$ cat config.mk
export PLATFORM = sky130hd
export DESIGN_NAME = player_timer
export DESIGN_NICKNAME = d
export VERILOG_FILES = /design/src/rtl/chess_clock_pkg.sv /design/src/rtl/bcd_digit.sv /design/src/rtl/player_timer.sv
export SDC_FILE = /design/constraint.sdc
export NUM_CORES = 1
export LEC_CHECK = 0
export BUFFER_PORTS_ARGS = -buffer_cell sky130_fd_sc_hd__buf_2
export CAP_MARGIN = 0
export CORE_MARGIN = 8
export CORE_UTILIZATION = 55
export DETAILED_ROUTE_END_ITERATION = 10
export PLACE_DENSITY_LB_ADDON = 0.05
export RECOVER_POWER = 100
export REMOVE_ABC_BUFFERS = 1
export SYNTH_ARGS = -nofsm -noshare
export SYNTH_HDL_FRONTEND = slang
export SYNTH_SLANG_ARGS = --single-unit
$ cat constraint.sdc
create_clock -name CLK -period 15.4 [get_ports CLK]
set_clock_uncertainty 0.2 [all_clocks]
set_input_delay 1.54 -clock CLK [delete_from_list [all_inputs] [get_ports CLK]]
set_output_delay 1.54 -clock CLK [all_outputs]
set_load 0.005 [all_outputs]
$ cat src/rtl/chess_clock_pkg.sv
// Shared types and constants for the chess clock player timer.
package chess_clock_pkg;

    localparam int unsigned DIGIT_W = 4;

    localparam logic [7:0] MAX_MIN = 8'h99;
    localparam logic [7:0] MAX_SEC = 8'h59;

    typedef enum logic [1:0] {
        ST_IDLE    = 2'd0,
        ST_ARMED   = 2'd1,
        ST_EXPIRED = 2'd2
    } state_e;

    // Force each digit into 0-9, then cap the tens digit (59 for seconds).
    function automatic logic [7:0] clamp_bcd(input logic [7:0] v, input logic [3:0] tens_max);
        logic [3:0] tens;
        logic [3:0] ones;
        tens = (v[7:4] > 4'd9) ? 4'd9 : v[7:4];
        ones = (v[3:0] > 4'd9) ? 4'd9 : v[3:0];
        if (tens > tens_max) begin
            return {tens_max, 4'd9};
        end
        return {tens, ones};
    endfunction

endpackage

$ cat src/rtl/bcd_digit.sv
// One BCD decade: add 0..LIMIT+1 with carry, or decrement with borrow, wrapping at LIMIT.
module bcd_digit
    import chess_clock_pkg::*;
#(
    parameter logic [DIGIT_W-1:0] LIMIT = 4'd9
) (
    input  logic [DIGIT_W-1:0] val_i,
    input  logic [DIGIT_W-1:0] add_i,
    input  logic               sub_i,
    output logic [DIGIT_W-1:0] val_o,
    output logic               carry_o,
    output logic               borrow_o
);

    logic [DIGIT_W:0] sum;

    assign sum = {1'b0, val_i} + {1'b0, add_i};

    always_comb begin
        val_o    = val_i;
        carry_o  = 1'b0;
        borrow_o = 1'b0;
        if (sub_i) begin
            if (val_i == '0) begin
                val_o    = LIMIT;
                borrow_o = 1'b1;
            end else begin
                val_o = val_i - DIGIT_W'(1);
            end
        end else if (sum > {1'b0, LIMIT}) begin
            val_o   = DIGIT_W'(sum - ({1'b0, LIMIT} + (DIGIT_W + 1)'(1)));
            carry_o = 1'b1;
        end else begin
            val_o = sum[DIGIT_W-1:0];
        end
    end

endmodule

$ cat src/rtl/player_timer.sv
// One player's MM:SS countdown with preset load, per-move bonus and expiry/low-time flags.
module player_timer
    import chess_clock_pkg::*;
#(
    parameter logic [7:0] LOW_SEC = 8'h10
) (
    input  logic       CLK,
    input  logic       CLR,
    input  logic       CE,
    input  logic       EN,
    input  logic       LOAD,
    input  logic [7:0] PRESET_MIN,
    input  logic [7:0] PRESET_SEC,
    input  logic [3:0] INC_SEC,
    output logic [7:0] MIN,
    output logic [7:0] SEC,
    output logic       TIMEOUT,
    output logic       LOW_TIME
);

    state_e     state_q;
    logic [7:0] min_q, sec_q;
    logic [7:0] min_d, sec_d;
    logic       timeout_q;
    logic       en_q;

    logic       do_dec, do_bonus;
    logic [3:0] bonus_amt;
    logic [7:0] load_min, load_sec;

    logic [3:0] s0_d, s1_d, m0_d, m1_d;
    logic       c0, c1, c2, c3;
    logic       b0, b1, b2, b3;

    assign bonus_amt = (INC_SEC > 4'd9) ? 4'd9 : INC_SEC;
    assign do_dec    = (state_q == ST_ARMED) && CE && EN;
    assign do_bonus  = (state_q == ST_ARMED) && en_q && !EN;

    assign load_min  = clamp_bcd(PRESET_MIN, MAX_MIN[7:4]);
    assign load_sec  = clamp_bcd(PRESET_SEC, MAX_SEC[7:4]);

    // Decrement and bonus are mutually exclusive (EN high vs EN low), so one chain serves both.
    bcd_digit #(.LIMIT(4'd9)) u_sec_ones (
        .val_i(sec_q[3:0]), .add_i(do_bonus ? bonus_amt : 4'd0), .sub_i(do_dec),
        .val_o(s0_d), .carry_o(c0), .borrow_o(b0)
    );
    bcd_digit #(.LIMIT(4'd5)) u_sec_tens (
        .val_i(sec_q[7:4]), .add_i({3'b000, c0}), .sub_i(b0),
        .val_o(s1_d), .carry_o(c1), .borrow_o(b1)
    );
    bcd_digit #(.LIMIT(4'd9)) u_min_ones (
        .val_i(min_q[3:0]), .add_i({3'b000, c1}), .sub_i(b1),
        .val_o(m0_d), .carry_o(c2), .borrow_o(b2)
    );
    bcd_digit #(.LIMIT(4'd9)) u_min_tens (
        .val_i(min_q[7:4]), .add_i({3'b000, c2}), .sub_i(b2),
        .val_o(m1_d), .carry_o(c3), .borrow_o(b3)
    );

    // Saturate at 99:59 on bonus overflow; an underflow cannot occur in ARMED but pins to 00:00.
    always_comb begin
        min_d = {m1_d, m0_d};
        sec_d = {s1_d, s0_d};
        if (c3) begin
            min_d = MAX_MIN;
            sec_d = MAX_SEC;
        end else if (b3) begin
            min_d = 8'h00;
            sec_d = 8'h00;
        end
    end

    always_ff @(posedge CLK or posedge CLR) begin
        if (CLR) begin
            state_q   <= ST_IDLE;
            min_q     <= 8'h00;
            sec_q     <= 8'h00;
            timeout_q <= 1'b0;
            en_q      <= 1'b0;
        end else begin
            en_q <= EN;
            if (LOAD) begin
                min_q <= load_min;
                sec_q <= load_sec;
                if ((load_min == 8'h00) && (load_sec == 8'h00)) begin
                    state_q   <= ST_EXPIRED;
                    timeout_q <= 1'b1;
                end else begin
                    state_q   <= ST_ARMED;
                    timeout_q <= 1'b0;
                end
            end else if (state_q == ST_ARMED) begin
                if (do_dec || do_bonus) begin
                    min_q <= min_d;
                    sec_q <= sec_d;
                end
                if (do_dec && (min_d == 8'h00) && (sec_d == 8'h00)) begin
                    state_q   <= ST_EXPIRED;
                    timeout_q <= 1'b1;
                end
            end
        end
    end

    assign MIN      = min_q;
    assign SEC      = sec_q;
    assign TIMEOUT  = timeout_q;
    assign LOW_TIME = (state_q == ST_ARMED) && (min_q == 8'h00) && (sec_q < LOW_SEC);

endmodule

# Word-level counts from Yosys, hierarchy flattened
# Cells that the tools add are included.
# word_totals
word_cells	113
output_inout_bits	18
regBits	20
in_bits	25
# op_classes
mux	58
addsub	12
n_reduce_logical	25
order_cmp	12
n_eq_ne	1
# op_table
operator	n
two-way mux 8 bit	14
two-way mux 4 bit	18
zero test 8 bit	5
> comparator 4 bit (second input constant)	6
two-way mux 1 bit	22
zero test 4 bit	4
subtractor 4 x 1 -> 4 bit (second input constant)	4
adder 4 x 1 -> 5 bit	3
> comparator 5 x 4 -> 1 bit (second input constant)	3
subtractor 4 bit (second input constant)	3
logical AND 1 bit	9
less-than comparator 8 x 5 -> 1 bit (second input constant)	1
two-way mux 2 bit	4
nonzero test 2 bit	3
adder 4 x 4 -> 5 bit	1
> comparator 5 x 3 -> 1 bit (second input constant)	1
> comparator 4 x 3 -> 1 bit (second input constant)	1
AND reduction 2 bit	2
subtractor 4 x 3 -> 4 bit (second input constant)	1
== test 2 x 1 -> 1 bit (second input constant)	1
zero test 1 bit	1
logical OR 1 bit	1

# Depth between registers and ports, before layout
# Gate-level depths: netlist of the first run.
# logic_depth
ltp_word	28
ltp_mapped	35
mapped_depth_nobuf	34

# By module
# A second synthesis of the first run with hierarchy kept.
# unflattened
cells_unflattened	326
hier_area_um2	2521.2
# modules_own_cells
module	seq_area_each_um2	area_each_um2	instances	cells_per_inst
player_timer	475.5	1162.4	1	126
bcd_digit (u_min_tens ...)	0.0	337.8	2	51
bcd_digit (u_min_ones)	0.0	350.3	1	54
bcd_digit (u_sec_tens)	0.0	332.8	1	44

# Least setup slack after synthesis of the first run
# OpenSTA, ideal clock, no wires.
# synth_path
kind	input port to flip-flop
from	input port EN
to	register min_q[2] (netlist: MIN[2])
setup_ns	0.126
setup_slack_ns	6.960
n_path_buf	1
t_arrival_ns	8.114
path_stages	34
cell_sequence	nor4bb_1 nor2b_1 nand2_1 inv_1 ha_1 a21o_1 a21oi_1 xnor2_1 nand2_1 a21oi_1 ha_1 xnor2_1 inv_1 ha_1 nor2b_1 nor4b_1 a211oi_2 and2_1 ha_1 ha_1 buf_6 nand2b_1 a21oi_1 nor4_1 ha_1 ha_1 xnor2_1 ha_1 nor2b_1 a2111oi_0 o21ai_1 o21ai_2 nor3_1 a221o_1
# synth_between
elab_chain_cells	23
elab_cells_between_ends	35
cone_classes	add/sub (5); order compare (4); mux (20); reduce/logical (6)
# synth_lines
item	line	text
start: declaration	player_timer.sv:10	input logic EN,
zero test 1 bit	player_timer.sv:37	assign do_bonus = (state_q == ST_ARMED) && en_q && !EN;
logical AND 1 bit	player_timer.sv:37	
two-way mux 4 bit	player_timer.sv:44	.val_i(sec_q[3:0]), .add_i(do_bonus ? bonus_amt : 4'd0), .sub_i(do_dec),
adder 4 x 4 -> 5 bit	bcd_digit.sv:17	assign sum = {1'b0, val_i} + {1'b0, add_i};
> comparator 5 x 4 -> 1 bit	bcd_digit.sv:30	end else if (sum > {1'b0, LIMIT}) begin
two-way mux 1 bit	bcd_digit.sv:30	
two-way mux 1 bit	bcd_digit.sv:23	if (sub_i) begin
adder 4 x 1 -> 5 bit	bcd_digit.sv:17	
[... 7 more ...]	--	
adder 4 x 1 -> 5 bit	bcd_digit.sv:17	
> comparator 5 x 4 -> 1 bit	bcd_digit.sv:30	
two-way mux 1 bit	bcd_digit.sv:30	
two-way mux 1 bit	bcd_digit.sv:23	
two-way mux 8 bit	player_timer.sv:64	if (c3) begin
two-way mux 8 bit	player_timer.sv:93	if (do_dec || do_bonus) begin
two-way mux 8 bit	player_timer.sv:92	end else if (state_q == ST_ARMED) begin
two-way mux 8 bit	player_timer.sv:82	if (LOAD) begin
end signal: assignment	player_timer.sv:83	min_q <= load_min;
end signal: assignment	player_timer.sv:94	min_q <= min_d;
end: declaration	player_timer.sv:22	logic [7:0] min_q, sec_q;
# Parallel ways exist; a longest one is shown, timed or not. The select of a mux whose other input is x is not followed.
# A chain may end at the register's enable or synchronous reset.

# Final worst setup path of the first run
# layout_path
from	input port EN
to	register min_q[3] (netlist: MIN[3])
# The elaborated chain is that of the path after synthesis.

==> results of run 1 <==
[routing by layer]
metal / part of all wire (%) / routed length, um / up-vias
met1: 47 / 3420 / 1221
met5: 0 / 0 / -
met3: 7.6 / 547 / 5
li1: - / - / 1277
met2: 44 / 3210 / 89
met4: 0.55 / 40 / 0
[kinds of logic (layout without fill, tap and decap cells)]
group / after synthesis / after routing / share of synthesized area (%)
AOI/OAI and AO/OA: 94 / 94 / 27.0
DFF: 19 / 19 / 18.7
and+or+nand+nor: 134 / 134 / 30.9
muxes: 8 / 8 / 3.24
adders and majority gates: 19 / 19 / 9.63
xor gates and xnor gates: 9 / 9 / 3.10
buffers and inverters: 38 / 69 / 7.47
[Yosys cell counts, drive strengths merged, types with 2 or more instances]
cell type  instances
nor4b              2
ha                18
and3               8
a211oi             8
a2111oi            2
nand2             25
mux2               2
mux2i              6
a221o              4
o31a               2
a31o               2
a21o               3
xnor2              7
buf               10
o32ai              2
nor4               9
or2                4
nand2b             3
dfrtp             19
a211o              2
a21oi             17
o31ai              3
nor2              26
nor3              18
inv               22
a221oi             4
and4b              2
nor3b              7
and2               5
clkbuf             6
a31oi              4
nor2b              6
o22ai              3
o311ai             3
nand3              7
nand4              5
or4                2
o21ai             20
o21a               6
xor2               2
[sequential cells by signal, indices dropped and copies added, names as in the netlist]
signal,cells
MIN,8
SEC,8
state_q,2
en_q,1
[power by group]
part	internal, mW	switching, mW
Sequential	0.0664	0.0443
Clock	0.0185	0.0189
Combinational	0.182	0.238
Total	0.267	0.302
[layout make-up]
| type | count | area (um2) | share of cell area, % |
|---|---|---|---|
| Multi-Input combinational cell | 264 | 1860 | 68.2 |
| Sequential cell | 19 | 475 | 17.4 |
| Tap cell | 52 | 65.1 | 2.38 |
| Timing Repair Buffer | 43 | 199 | 7.29 |
| Inverter | 22 | 82.6 | 3.03 |
| Clock buffer | 4 | 45.0 | 1.65 |
[metrics by stage]
stage / util, % / worst slack, ns / power [mW] / cells / cell area, um2
6_report: 61.8 / 4.95 / 0.568 / 404 / 2730
5_1_grt: 61.8 / 4.05 / 0.621 / 404 / 2730
4_1_cts: 62.8 / 5.78 / 0.573 / 404 / 2770
3_5_place_dp: 61.8 / 5.52 / 0.534 / 400 / 2730
3_3_place_gp: 61.8 / 5.80 / 0.528 / 400 / 2730
2_1_floorplan: - / 6.90 / 0.423 / 305 / 2440
[final timing paths]
check / from / endpoint / slack [ns]
max: EN / MIN[3] / 4.95
min: SEC[1] / SEC[1] / 0.41
max reg2reg: state_q[1] / MIN[3] / 5.91
min reg2reg: SEC[1] / SEC[1] / 0.41
max in group asynchronous: CLR / MIN[3] / 13.31
min in group asynchronous: CLR / MIN[6] / 1.21
[worst min-delay path: cells and delay by family, from the launching register on]
kind,cells,cell delay [ns]
simple gates,1,0.07
flops,1,0.44
compound gates,1,0.07
==> metrics, run 1 <==
Final Critical Period around 10 ns; cts hold-fix bufs 0; largest net degree at the start of global routing 20; Static Leak 1.15 nW; PD cells around 210 nW/um2; YS warnings 0; number of H-tree levels 1; largest cells by area after synthesis dfrtp_1 (19%), ha_1 (8.8%), nor2_1 (3.8%); critical path arrival 10.39 ns; Synth Flop Type dfrtp_1; Yosys top cell area share a little under a fifth; status finished, final reports clean; Fmax 95.7 MHz; die height 84.0 um; die area a little over 7000 um2; MaxCap Viol Count 0; layout cells sized above 1 14.8%; routed length per placed instance 17.9 um; Mapped Avg Cell Area 7.93 um2; Via Count 2592; # port buffers between 40 and 50; endpoints failing setup 0; GRT Total Usage 19.8%; vias in the first global route between 2k and 3k; post-synth cell types 76; first-pass GRT wire length 12100 um; Slowest Stage Delay on Critical Path 0.91 ns; Crit Path Max Fanout 8; Die X between 80 and 90 um; slew margin rel. between 20% and 30%; most frequent cells in the layout buf_2 (27), nor2_1 (26), nand2_1 (24); CP bufs+invs 2; clock latency on the worst-skew pair 0.27 ns; core area between 4000 and 5000 um2; initial core utilization 57.7%; met3 usage approximately 5.3%; crit end category flop; Via density 6.42; FF+latch count, synth 19; final-layout fill cell count 416; WL final about 7200 um; met1 Use GR between 20% and 30%; CTS tree built; grt met2 use 30.3%; fin. max-slew vios 0; fin crit share between 60% and 70%; Post-synth EDFFs 0; R2R depth 33; Layout area overhead 7.17%; CP delay by family, top compound AO/OA/AOI/OAI gates; 1st-iter DRT viols 215; post-CTS resize count 0; initial antenna violation count 0; Worst path slowest cell nor4bb_1; Worst IR Drop VDD 0.000113 V; gr ovfl total 0; hold depth 2; Post-layout nets around 400; RSZ-0062 raised after global routing false; residual DRC count 0; Setup crit start kind input pin; Post-CTS Setup Inserts 0; CTS root buf clkbuf_8; FFs w/ async S/R, synth 100%; most common cell after layout, fill and taps aside buf_2; Antenna Nets Post-Route 0; busiest grt layer met2; detailed placement HPWL 5550 um; Cells after Synth 321; First-pass DRT Iterations 4; Setup Total Neg Slack 0 ns; crit-path most repeated cell ha_1; num rows 24; gpl congestion 0.901; Clock transition at path regs 0.08 ns; most area-hungry cell type in the Yosys netlist dfrtp_1; CTS Sinks 19; Min Hold Slack slightly above 0.4 ns; final hold violations 0; Worst-Margin Slew 1.07 ns; number of diodes 0; WS Path Type input pin to flop; Seq/Total Area, Yosys 18.7%; num ports between 40 and 50; Hold Path Class flop to flop; Inserted Clock Buffers 3; Clock Tree Buf Depth 2; Stages on worst setup path 34; mapped cell area 2550 um2; WP data required roughly 15 ns
No activity file was read; power rests on OpenSTA's default activity.
==> run 2: changes to the inputs <==
Settings changed: CORE_UTILIZATION 55 to 52.
Clock period 15.4 ns to 9.3 ns, I/O delays scaled along.
==> metrics, run 2 (synthesized netlist as in run 1, its figures left out) <==
gr ovfl total 0; Worst-Margin Slew roughly 0.86 ns; Antenna Nets Post-Route 0; CTS root buf clkbuf_8; residual DRC count 0; Post-layout nets approximately 400; R2R depth 35; Die X 86.0 um; Fmax 118 MHz; Hold Path Class flop to flop; clock latency on the worst-skew pair 0.26 ns; slew margin rel. 42.5%; crit-path most repeated cell ha_1; Via density 6.33; Min-Delay Startpoint SEC[1]; Clock transition at path regs around 0.090 ns; Static Leak 1.17 nW; Inserted Clock Buffers 3; Layout area overhead 9.24%; Crit Path Max Fanout 9; fin. max-slew vios 0; number of diodes 0; reg-to-reg endpoint state_q[1]; Final Critical Period 8.44 ns; initial core utilization 53.9%; crit end category flop; gpl congestion 0.894; cts hold-fix bufs 0; number of H-tree levels 1; CTS Sinks 19; most common cell after layout, fill and taps aside buf_2; die height 86.0 um; MaxCap Viol Count 0; status finished, final reports clean; fin worst setup slack 0.857 ns; core area approximately 4700 um2; endpoints failing setup 0; PD cells 344 nW/um2; most frequent cells in the layout buf_2 (32), nor2_1 (26), nand2_1 (24); die area about 7400 um2; pre-CTS setup slack 0.703 ns; Setup Total Neg Slack 0 ns; layout cells sized above 1 about 18%; Min Hold Slack 0.403 ns; First-pass DRT Iterations 7; # port buffers 42; Setup crit start kind input pin; initial antenna violation count 0; Slowest Stage Delay on Critical Path 0.48 ns; Via Count 2658; num ports 43; WP data required 9.25 ns; Clock Tree Buf Depth 2; vias in the first global route 2587; num rows 25; CTS tree built; fin crit share around 91%; 1st-iter DRT viols around 240; placed cell areas 2750 um2; Worst IR Drop VDD ~0.00017 V; fin area about 2800 um2; Post-CTS Setup Inserts 0; final hold violations 0; post-CTS resize count 0; reg2reg setup slack 1.21 ns; Worst Hold End SEC[1]; critical path arrival 8.40 ns; Worst path slowest cell o21ai_1; largest net degree at the start of global routing 31; hold depth 2; worst r2r src state_q[1]; WL final 7510 um; WS Path Type input pin to flop; GRT Total Usage 19.9%; detailed placement HPWL about 5800 um; routed length per placed instance 17.9 um; first-pass GRT wire length around 12000 um; Pwr Total 0.956 mW; RSZ-0062 raised after global routing false
## run 2: power breakdown
part / switching, mW / internal (mW) / leakage (nW) / total (mW)
sequential: 0.0762 / 0.110 / 0.228 / 0.186
combinational: 0.400 / 0.308 / 0.920 / 0.708
clock: 0.0318 / 0.0299 / 0.0255 / 0.0617
## run 2: worst max-delay path: cells and delay by family
| kind | cells | cell delay (ns) |
|---|---|---|
| AO/OA/AOI/OAI | 9 | 2.09 |
| buffers and inverters | 4 | 0.47 |
| XOR/XNOR | 3 | 0.54 |
| adder cells (fa/ha/maj) | 8 | 2.11 |
| AND/OR/NAND/NOR | 12 | 2.25 |
## run 2: worst max path at each step
stage,start,to,slack [ns],cells after the start
floorplan,EN,MIN[2],1.41,33
global placement,EN,MIN[2],0.88,34
detailed placement,EN,MIN[3],0.70,35
CTS,EN,MIN[3],0.95,35
global route,EN,state_q[1],0.11,36
finish,EN,state_q[1],0.86,36
## run 2: final cells by class
type	count	area [um2]
repair buffers	44	213
inverters	22	82.6
clock buffers	3	41.3
fillers	458	1940
multi-input cells	264	1880
flip-flops and latches	19	475
well taps	67	83.8
clock inverters	1	5.00
## run 2: through the flow
stage	util, %	instances
floorplan	-	305
global placement	58.3	416
detailed placement	58.3	416
CTS	59.3	420
global route	58.9	420
finish	58.9	420
## run 2: routing by layer
| metal | track usage (%) | part of all wire [%] |
|---|---|---|
| met3 | 6.11 | 8.3 |
| met1 | 25.4 | 45 |
| met5 | 0 | 0 |
| met2 | 32.2 | 46 |
| met4 | 3.66 | 0.93 |
==> run 3: changes to the inputs <==
Settings changed: MAX_ROUTING_LAYER set to met4.
==> metrics, run 3 (synthesized netlist as in run 1, its figures left out) <==
Inserted Clock Buffers 3; MaxCap Viol Count 0; WP data required 9.25 ns; First-pass DRT Iterations 6; number of diodes 0; slew margin rel. 46.6%; Pint 0.448 mW; Top Metal Used met4; CTS tree built; Clk pwr share about 6.4%; CP Launch Point EN; Worst-Margin Slew 0.800 ns; Final Critical Period 8.47 ns; Fmax between 100 and 150 MHz; worst r2r src state_q[1]; net switching power 0.506 mW; Min Hold Slack 0.403 ns; Finished Layout Cells between 400 and 500; RSZ-0062 raised after global routing false; cts hold-fix bufs 0; DR WL met3 712 um; detailed placement HPWL 5760 um; core area approximately 4700 um2; Via Count 2638; placed cell areas 2750 um2; WL final 7490 um; PD cells roughly 340 nW/um2; first-pass GRT wire length about 12000 um; sequential share of power between 10% and 20%; # port buffers 42; most frequent cells in the layout buf_2 (32), nor2_1 (26), nand2_1 (24); routed length per placed instance 17.8 um; Min-Delay Startpoint SEC[1]; most common cell after layout, fill and taps aside buf_2; Via density roughly 6.3; fin crit share 91.1%; Worst path slowest cell o21ai_1; num rows 25; final hold violations 0; initial core utilization 53.9%; fin worst setup slack 0.825 ns; Detail Route met2 WL 3420 um; fin. max-slew vios 0; number of H-tree levels 1; 1st-iter DRT viols 207; fin area 2780 um2; post-CTS resize count 0; layout cells sized above 1 17.8%; gpl congestion between 0.9 and 1; Setup crit start kind input pin; WS Path Type input pin to flop; reg2reg setup slack about 1.2 ns; status finished, final reports clean; clock latency on the worst-skew pair 0.26 ns; vias in the first global route 2589; die height 86.0 um; endpoints failing setup 0; Layout area overhead 9.24%; Hold Path Class flop to flop; residual DRC count 0; pre-CTS setup slack 0.703 ns; critical path arrival 8.43 ns; Worst IR Drop VDD 0.000171 V; Crit Path Max Fanout 9; GRT Total Usage 20.5%; gr ovfl total 0; Antenna Nets Post-Route 0; crit end category flop; die area approximately 7400 um2; crit-path most repeated cell ha_1; Setup Total Neg Slack 0 ns; Clock Tree Buf Depth 2; Static Leak 1.17 nW; M1 wire length 3280 um; largest net degree at the start of global routing 31; Die X ~86 um; Post-CTS Setup Inserts 0; Slowest Stage Delay on Critical Path approximately 0.5 ns; num ports 43; CTS root buf clkbuf_8; Sw Share 53.0%; Post-layout nets around 400; Comb pwr share 74.1%; Clock transition at path regs 0.08 ns; CTS Sinks 19; Placed Instances 416; initial antenna violation count 0
## run 3: cell counts in the layout (fill, tap and decap cells not counted)
No cell type changed its count.
## run 3: metal layers
| metal | vias to the layer above | track usage, % |
|---|---|---|
| met4 | 0 | 3.66 |
| met5 | - | - |
| met3 | 12 | 5.44 |
| met2 | 112 | 32.1 |
| li1 | 1271 | - |
| met1 | 1243 | 25.9 |
## run 3: path summary, 6_finish.rpt
| kind | endpoint | cells after the start |
|---|---|---|
| setup reg to reg | state_q[1] | 35 |
| max in group asynchronous | state_q[0] | 2 |
| hold / removal | SEC[1] | 2 |
| setup / recovery | state_q[1] | 36 |
| hold reg to reg | SEC[1] | 2 |
| min in group asynchronous | MIN[6] | 2 |
## run 3: worst max-delay path: cells and delay by family
family,cells,cell delay [ns]
xor+xnor,3,0.54
buf+inv,4,0.47
compound gates,9,2.12
simple gates,12,2.24
fa+ha+maj,8,2.12
## run 3: power groups by stage
stage          clock, mW  sequential, mW  combinational [mW]
2_1_floorplan          0           0.169               0.531
3_3_place_gp           0           0.187               0.692
3_5_place_dp           0           0.187               0.698
4_1_cts           0.0611           0.186               0.706
5_1_grt           0.0637           0.195               0.784
6_report          0.0614           0.186               0.706
## run 3: final cells by class
class	instances	area (um2)
fill	458	1940
multi-input combinational	264	1880
sequential	19	475
timing repair buffer	44	213
tap	67	83.8
inverter	22	82.6
clock buffer	3	41.3
clock inverter	1	5.00
## run 3: per-stage QoR
stage	util [%]	total power [mW]
after CTS	59.3	0.954
after floorplan	-	0.700
after global placement	58.3	0.879
after global routing	58.9	1.04
final	58.9	0.953
after detailed placement	58.3	0.885
